==> src/rtl/cordic_pkg.sv <==
// Shared types and constants for the square-root responder on the CORDIC link.
// Latency: n/a (declarations only).
// Backpressure: n/a (declarations only).
package cordic_pkg;

  localparam int RADICAND_W = 32;
  localparam int ROOT_W     = 24;
  // One root bit is resolved per iteration.
  localparam int ITER_N     = ROOT_W;
  // Remainder never exceeds 2*root, so two guard bits above the root suffice.
  localparam int REM_W      = ROOT_W + 2;
  localparam int EXT_W      = 2 * ROOT_W;
  localparam int CNT_W      = 5;

  typedef enum logic [1:0] {
    IDLE = 2'd0,
    SKEW = 2'd1,
    CALC = 2'd2,
    DONE = 2'd3
  } state_t;

endpackage

==> src/rtl/sqrt_step.sv <==
// One restoring digit-by-digit square-root iteration (pure combinational).
// Latency: 0 cycles.
// Backpressure: none; the caller registers the outputs.
module sqrt_step
  import cordic_pkg::*;
(
  input  logic [REM_W-1:0]  rem,
  input  logic [ROOT_W-1:0] root,
  input  logic [1:0]        pair,
  output logic [REM_W-1:0]  rem_nxt,
  output logic [ROOT_W-1:0] root_nxt
);

  logic [REM_W-1:0] rem_sh;
  logic [REM_W-1:0] sub;
  logic [REM_W:0]   trial;
  logic             neg;
  // The dropped top bits are always zero while an iteration is in flight:
  // the remainder stays below 2^24 before its final shift and the root has
  // fewer than ROOT_W significant bits until the last step.
  logic             unused_top;

  assign rem_sh     = {rem[REM_W-3:0], pair};
  assign sub        = {root, 2'b01};
  assign trial      = {1'b0, rem_sh} - {1'b0, sub};
  assign neg        = trial[REM_W];
  assign unused_top = ^{rem[REM_W-1:REM_W-2], root[ROOT_W-1]};

  // Keep the trial difference only when it did not borrow; that bit becomes the new root digit.
  always_comb begin
    rem_nxt  = rem_sh;
    root_nxt = {root[ROOT_W-2:0], 1'b0};
    if (!neg) begin
      rem_nxt  = trial[REM_W-1:0];
      root_nxt = {root[ROOT_W-2:0], 1'b1};
    end
  end

endmodule

==> src/rtl/cordic_sqrt_responder.sv <==
// Square-root responder: 32-bit unsigned radicand in, Q16.8 root out with a one-cycle valid pulse.
// Latency: IN_SKEW+25 cycles from the request edge to the result pulse; 24 iterations, one bit per clock.
// Backpressure: none; request edges seen while busy are dropped, and a held valid never retriggers.
module cordic_sqrt_responder
  import cordic_pkg::*;
#(
  // Fractional root bits; must stay 8 so the root is 24 bits wide on this link.
  parameter int FRAC_BITS = 8,
  // Cycles between the request edge and the radicand being valid (0 or 1).
  parameter int IN_SKEW   = 1
)
(
  input  logic                  clk,
  input  logic                  rst_n,
  input  logic                  CORDIC_Valid_in,
  input  logic [RADICAND_W-1:0] CORDIC_out,
  output logic [ROOT_W-1:0]     CORDIC_in,
  output logic                  CORDIC_Valid_out,
  output logic                  busy
);

  state_t             state_q;
  state_t             state_d;
  logic               valid_d_q;
  logic               req_edge;
  logic               capture;
  logic [EXT_W-1:0]   rad_q;
  logic [REM_W-1:0]   rem_q;
  logic [ROOT_W-1:0]  root_q;
  logic [CNT_W-1:0]   cnt_q;
  logic [REM_W-1:0]   rem_nxt;
  logic [ROOT_W-1:0]  root_nxt;
  logic               last_iter;

  // Clears to 0 so a valid already high when reset lifts is treated as a fresh edge.
  assign req_edge  = CORDIC_Valid_in && !valid_d_q;
  assign last_iter = (state_q == CALC) && (cnt_q == '0);

  sqrt_step u_step (
    .rem      (rem_q),
    .root     (root_q),
    .pair     (rad_q[EXT_W-1 -: 2]),
    .rem_nxt  (rem_nxt),
    .root_nxt (root_nxt)
  );

  // Remember last cycle's valid level for edge detection.
  always_ff @(posedge clk or negedge rst_n) begin
    if (!rst_n) begin
      valid_d_q <= 1'b0;
    end else begin
      valid_d_q <= CORDIC_Valid_in;
    end
  end

  // State register.
  always_ff @(posedge clk or negedge rst_n) begin
    if (!rst_n) begin
      state_q <= IDLE;
    end else begin
      state_q <= state_d;
    end
  end

  // Next-state logic; capture marks the cycle whose radicand is loaded.
  always_comb begin
    state_d = state_q;
    capture = 1'b0;
    case (state_q)
      IDLE: begin
        if (req_edge) begin
          if (IN_SKEW == 0) begin
            capture = 1'b1;
            state_d = CALC;
          end else begin
            state_d = SKEW;
          end
        end
      end
      SKEW: begin
        capture = 1'b1;
        state_d = CALC;
      end
      CALC: begin
        if (cnt_q == '0) begin
          state_d = DONE;
        end
      end
      DONE: begin
        state_d = IDLE;
      end
      default: begin
        state_d = IDLE;
      end
    endcase
  end

  // Iteration datapath: load on capture, then consume two radicand bits per CALC cycle.
  always_ff @(posedge clk or negedge rst_n) begin
    if (!rst_n) begin
      rad_q  <= '0;
      rem_q  <= '0;
      root_q <= '0;
      cnt_q  <= '0;
    end else if (capture) begin
      rad_q  <= {CORDIC_out, {(2*FRAC_BITS){1'b0}}};
      rem_q  <= '0;
      root_q <= '0;
      cnt_q  <= CNT_W'(ITER_N - 1);
    end else if (state_q == CALC) begin
      rad_q  <= {rad_q[EXT_W-3:0], 2'b00};
      rem_q  <= rem_nxt;
      root_q <= root_nxt;
      cnt_q  <= cnt_q - 1'b1;
    end
  end

  // Registered outputs: result and pulse land together in DONE; busy follows the next state.
  always_ff @(posedge clk or negedge rst_n) begin
    if (!rst_n) begin
      CORDIC_in        <= '0;
      CORDIC_Valid_out <= 1'b0;
      busy             <= 1'b0;
    end else begin
      CORDIC_Valid_out <= last_iter;
      busy             <= (state_d != IDLE);
      if (last_iter) begin
        CORDIC_in <= root_nxt;
      end
    end
  end

endmodule
==> config.mk <==
export PLATFORM = sky130hd
export DESIGN_NAME = cordic_sqrt_responder
export DESIGN_NICKNAME = d
export VERILOG_FILES = /design/src/rtl/cordic_pkg.sv /design/src/rtl/sqrt_step.sv /design/src/rtl/cordic_sqrt_responder.sv
export SDC_FILE = /design/constraint.sdc
export NUM_CORES = 1
export LEC_CHECK = 0
export ABC_AREA = 1
export CAP_MARGIN = 20
export CORE_ASPECT_RATIO = 1.4
export CORE_UTILIZATION = 50
export CTS_CLUSTER_SIZE = 25
export DETAILED_ROUTE_END_ITERATION = 16
export GPL_TIMING_DRIVEN = 0
export PLACE_DENSITY_LB_ADDON = 0.2
export SETUP_SLACK_MARGIN = 0.3
export SLEW_MARGIN = 10
export SYNTH_ARGS = -nofsm -noshare
export SYNTH_HDL_FRONTEND = slang
export SYNTH_HIERARCHICAL = 1
export SYNTH_SLANG_ARGS = --single-unit
==> constraint.sdc <==
create_clock -name clk -period 6 [get_ports clk]
set_input_delay 1.5 -clock clk [delete_from_list [all_inputs] [get_ports clk]]
set_output_delay 1.5 -clock clk [all_outputs]
set_load 0.02 [all_outputs]
==> results.yml <==
route:
  route.detailed.drc: 0
  ant_nets: 0
  first_iter_violations: 234
  via_per_inst: 5.03
  wl_microns: 17000
  wl_per_cell_microns: 14.2
  vias: 6047
  first_pass_iters: 5
timing:
  fin_skew_ns: 0.00604
  relSlewSlack: 0.626
  rsz0062_at_grt: "false"
  setup_violations: 0
  fmax_mhz: 341
  fin_crit_sh: 0.488
  maxSlewViolCount: 0
  worst_pin_slew_ns: 0.561
  hold_viol_final: 0
  fin_crit_ns: 2.93
  setup_tns_ns: 0
setup_path:
  critPathLaunchType: "flop"
  path_max_fanout: 2
  reg2reg_depth: 12
  worstPathCellList: "clkdlybuf4s50_1"
  reg2reg_from: "root_q[10]"
  r2r-end: "rem_q[23]"
  slowest_stage: "clkdlybuf4s50_1"
  required_ns: 4.50
  crit_cells: 1
  critPathKind: "flop to output port"
  crit_buf_inv: 1
  critPathTopFamily: "buffers and inverters"
  cpPeakStageDelay_ns: 0.62
  cp_data_arrival_time_ns: 1.43
  endpoint_kind: "output port"
  r2r_setup_slack_ns: 3.59
cells_and_area:
  fin_util: 0.629
  drive_above_1_share: 0.126
  fillers: 1257
  areaGrowthSynthToFinish_pct: 21.2
  num_antenna_cells: 0
  fin_area_sq_mm: 0.00850
  final_cells: 1202
  nets: 1071
synthesis:
  synth_area_sq_mm: 0.00702
  synth_area_per_cell_sq_um: 7.57
  syn-num-nets: 991
  syn-instance-count: 927
  yosysWarnings: 6
place:
  io_buffers: 60
  place_congestion: 0.896
  place_hpwl_microns: 12900
  dp_cells: 1170
  placed_area_sq_mm: 0.00787
grt:
  grt_first_pass_wirelength_microns: 28600
  grt_max_degree: 73
  grt_overflow: 0
  grt_pass1_vias: 6096
  antenna_found_initial: 0
  grt_use_total: 0.260
clock_network:
  clk_pin_slew_worst_paths_ns: 0.05
  post_cts_buffers: 0
  clock_sinks: 114
  cts_tree: "built"
  h-tree-depth: 4
  clk_latency_ns: 0.41
  cts-root-buf: "clkbuf_16"
  ctsResizeCount: 0
  cts-buffers-inserted: 17
  cts_hold_repair.buffers: 0
  cts_buffer_depth: 2
floorplanning:
  row_count: 50
  initial_core_util: 0.519
  core_area_sq_mm: 0.0135
  die_w_microns: 102
  die_area_sq_mm: 0.0145
  fp.dieH_microns: 142
  io_pins: 61
worst_hold_path:
  holdPathEnd: "rad_q[20]"
  hold_class: "flop to flop"
  hold_start: "rad_q[18]"
  hold_path_depth: 2
flow_run:
  cap_violations: 0
run_status:
  outcome: "complete, no violations"
[layout by cell type, fill, tap and decap left out, types with 2 or more instances in the layout]
cell type and count:
inv_2 4, nand3_4 2, clkbuf_16 17, o21bai_1 4, ha_1 29, inv_1 143, dfrtp_1 114, o21ai_0 15
nor2_2 3, buf_6 10, buf_12 2, nand2_2 2, nand3b_1 5, clkdlybuf4s50_1 59, a21oi_1 12, o21ai_1 33
bufinv_16 3, clkinvlp_4 3, nand4_1 5, a22o_1 26, o21ai_2 6, inv_6 3, nor2_4 2, nand3_2 21
clkbuf_8 4, xnor2_1 2, buf_4 24, nand3_1 57, clkbuf_1 4, clkinv_2 2, xor2_1 13, nand2_1 339
buf_2 15, nor2_1 27, nor3_1 2
[layer usage]
layer,up-vias,global-route usage,wire length (microns)
met3,41,0.0511,695
li1,3030,-,-
met4,0,0.137,694
met2,142,0.454,8740
met1,2834,0.294,6890
met5,-,0,0
[area by class of cell]
type                       count  area, sq um  area share
timing repair buffer          61          629      0.0740
clock buffer                  21          480      0.0565
inverter                     147          552      0.0649
tap                          182          228      0.0268
multi-input combinational    611         3190       0.376
buffer                        55          417      0.0490
sequential                   114         2850       0.336
clock inverter                11          149      0.0175
[worst reg2reg max path, stage by stage (launching register included)]
cell	delay [ns]
dfrtp_1	0.43
inv_1	0.08
ha_1	0.34
nand2_1	0.18
inv_1	0.08
a21oi_1	0.24
o21ai_2	0.10
nand2_2	0.09
nand3_4	0.17
buf_6	0.20
nand3_1	0.09
nand2_1	0.08
a22o_1	0.21
[worst max-delay path by stage]
stage	endpoint	from	slack (ns)
6_report	CORDIC_in[11]	CORDIC_in[11]	3.07
5_1_grt	CORDIC_in[11]	CORDIC_in[11]	3.04
4_1_cts	CORDIC_in[11]	CORDIC_in[11]	3.06
3_5_place_dp	CORDIC_in[11]	CORDIC_in[11]	3.51
3_3_place_gp	rem_q[19]	rst_n	-1.06
2_1_floorplan	rem_q[22]	rem_q[15]	3.95
[registers in the layout, indices dropped and copies added, names as in the netlist]
name	count
busy	1
rad_q	32
CORDIC_Valid_out	1
rem_q	24
root_q	24
CORDIC_in	24
state_q	2
cnt_q	5
valid_d_q	1
[through the flow]
step / setup slack (ns) / hold WS, ns
final: 3.07 / 0.480
after global routing: 3.04 / 0.502
after CTS: 3.06 / 0.485
after detailed placement: 3.51 / 0.470
after global placement: -1.06 / 0.463
after floorplan: 3.95 / 0.452
Power is not shown: default switching activity piles up to over one toggle a cycle in this logic, so the estimate is an artifact.
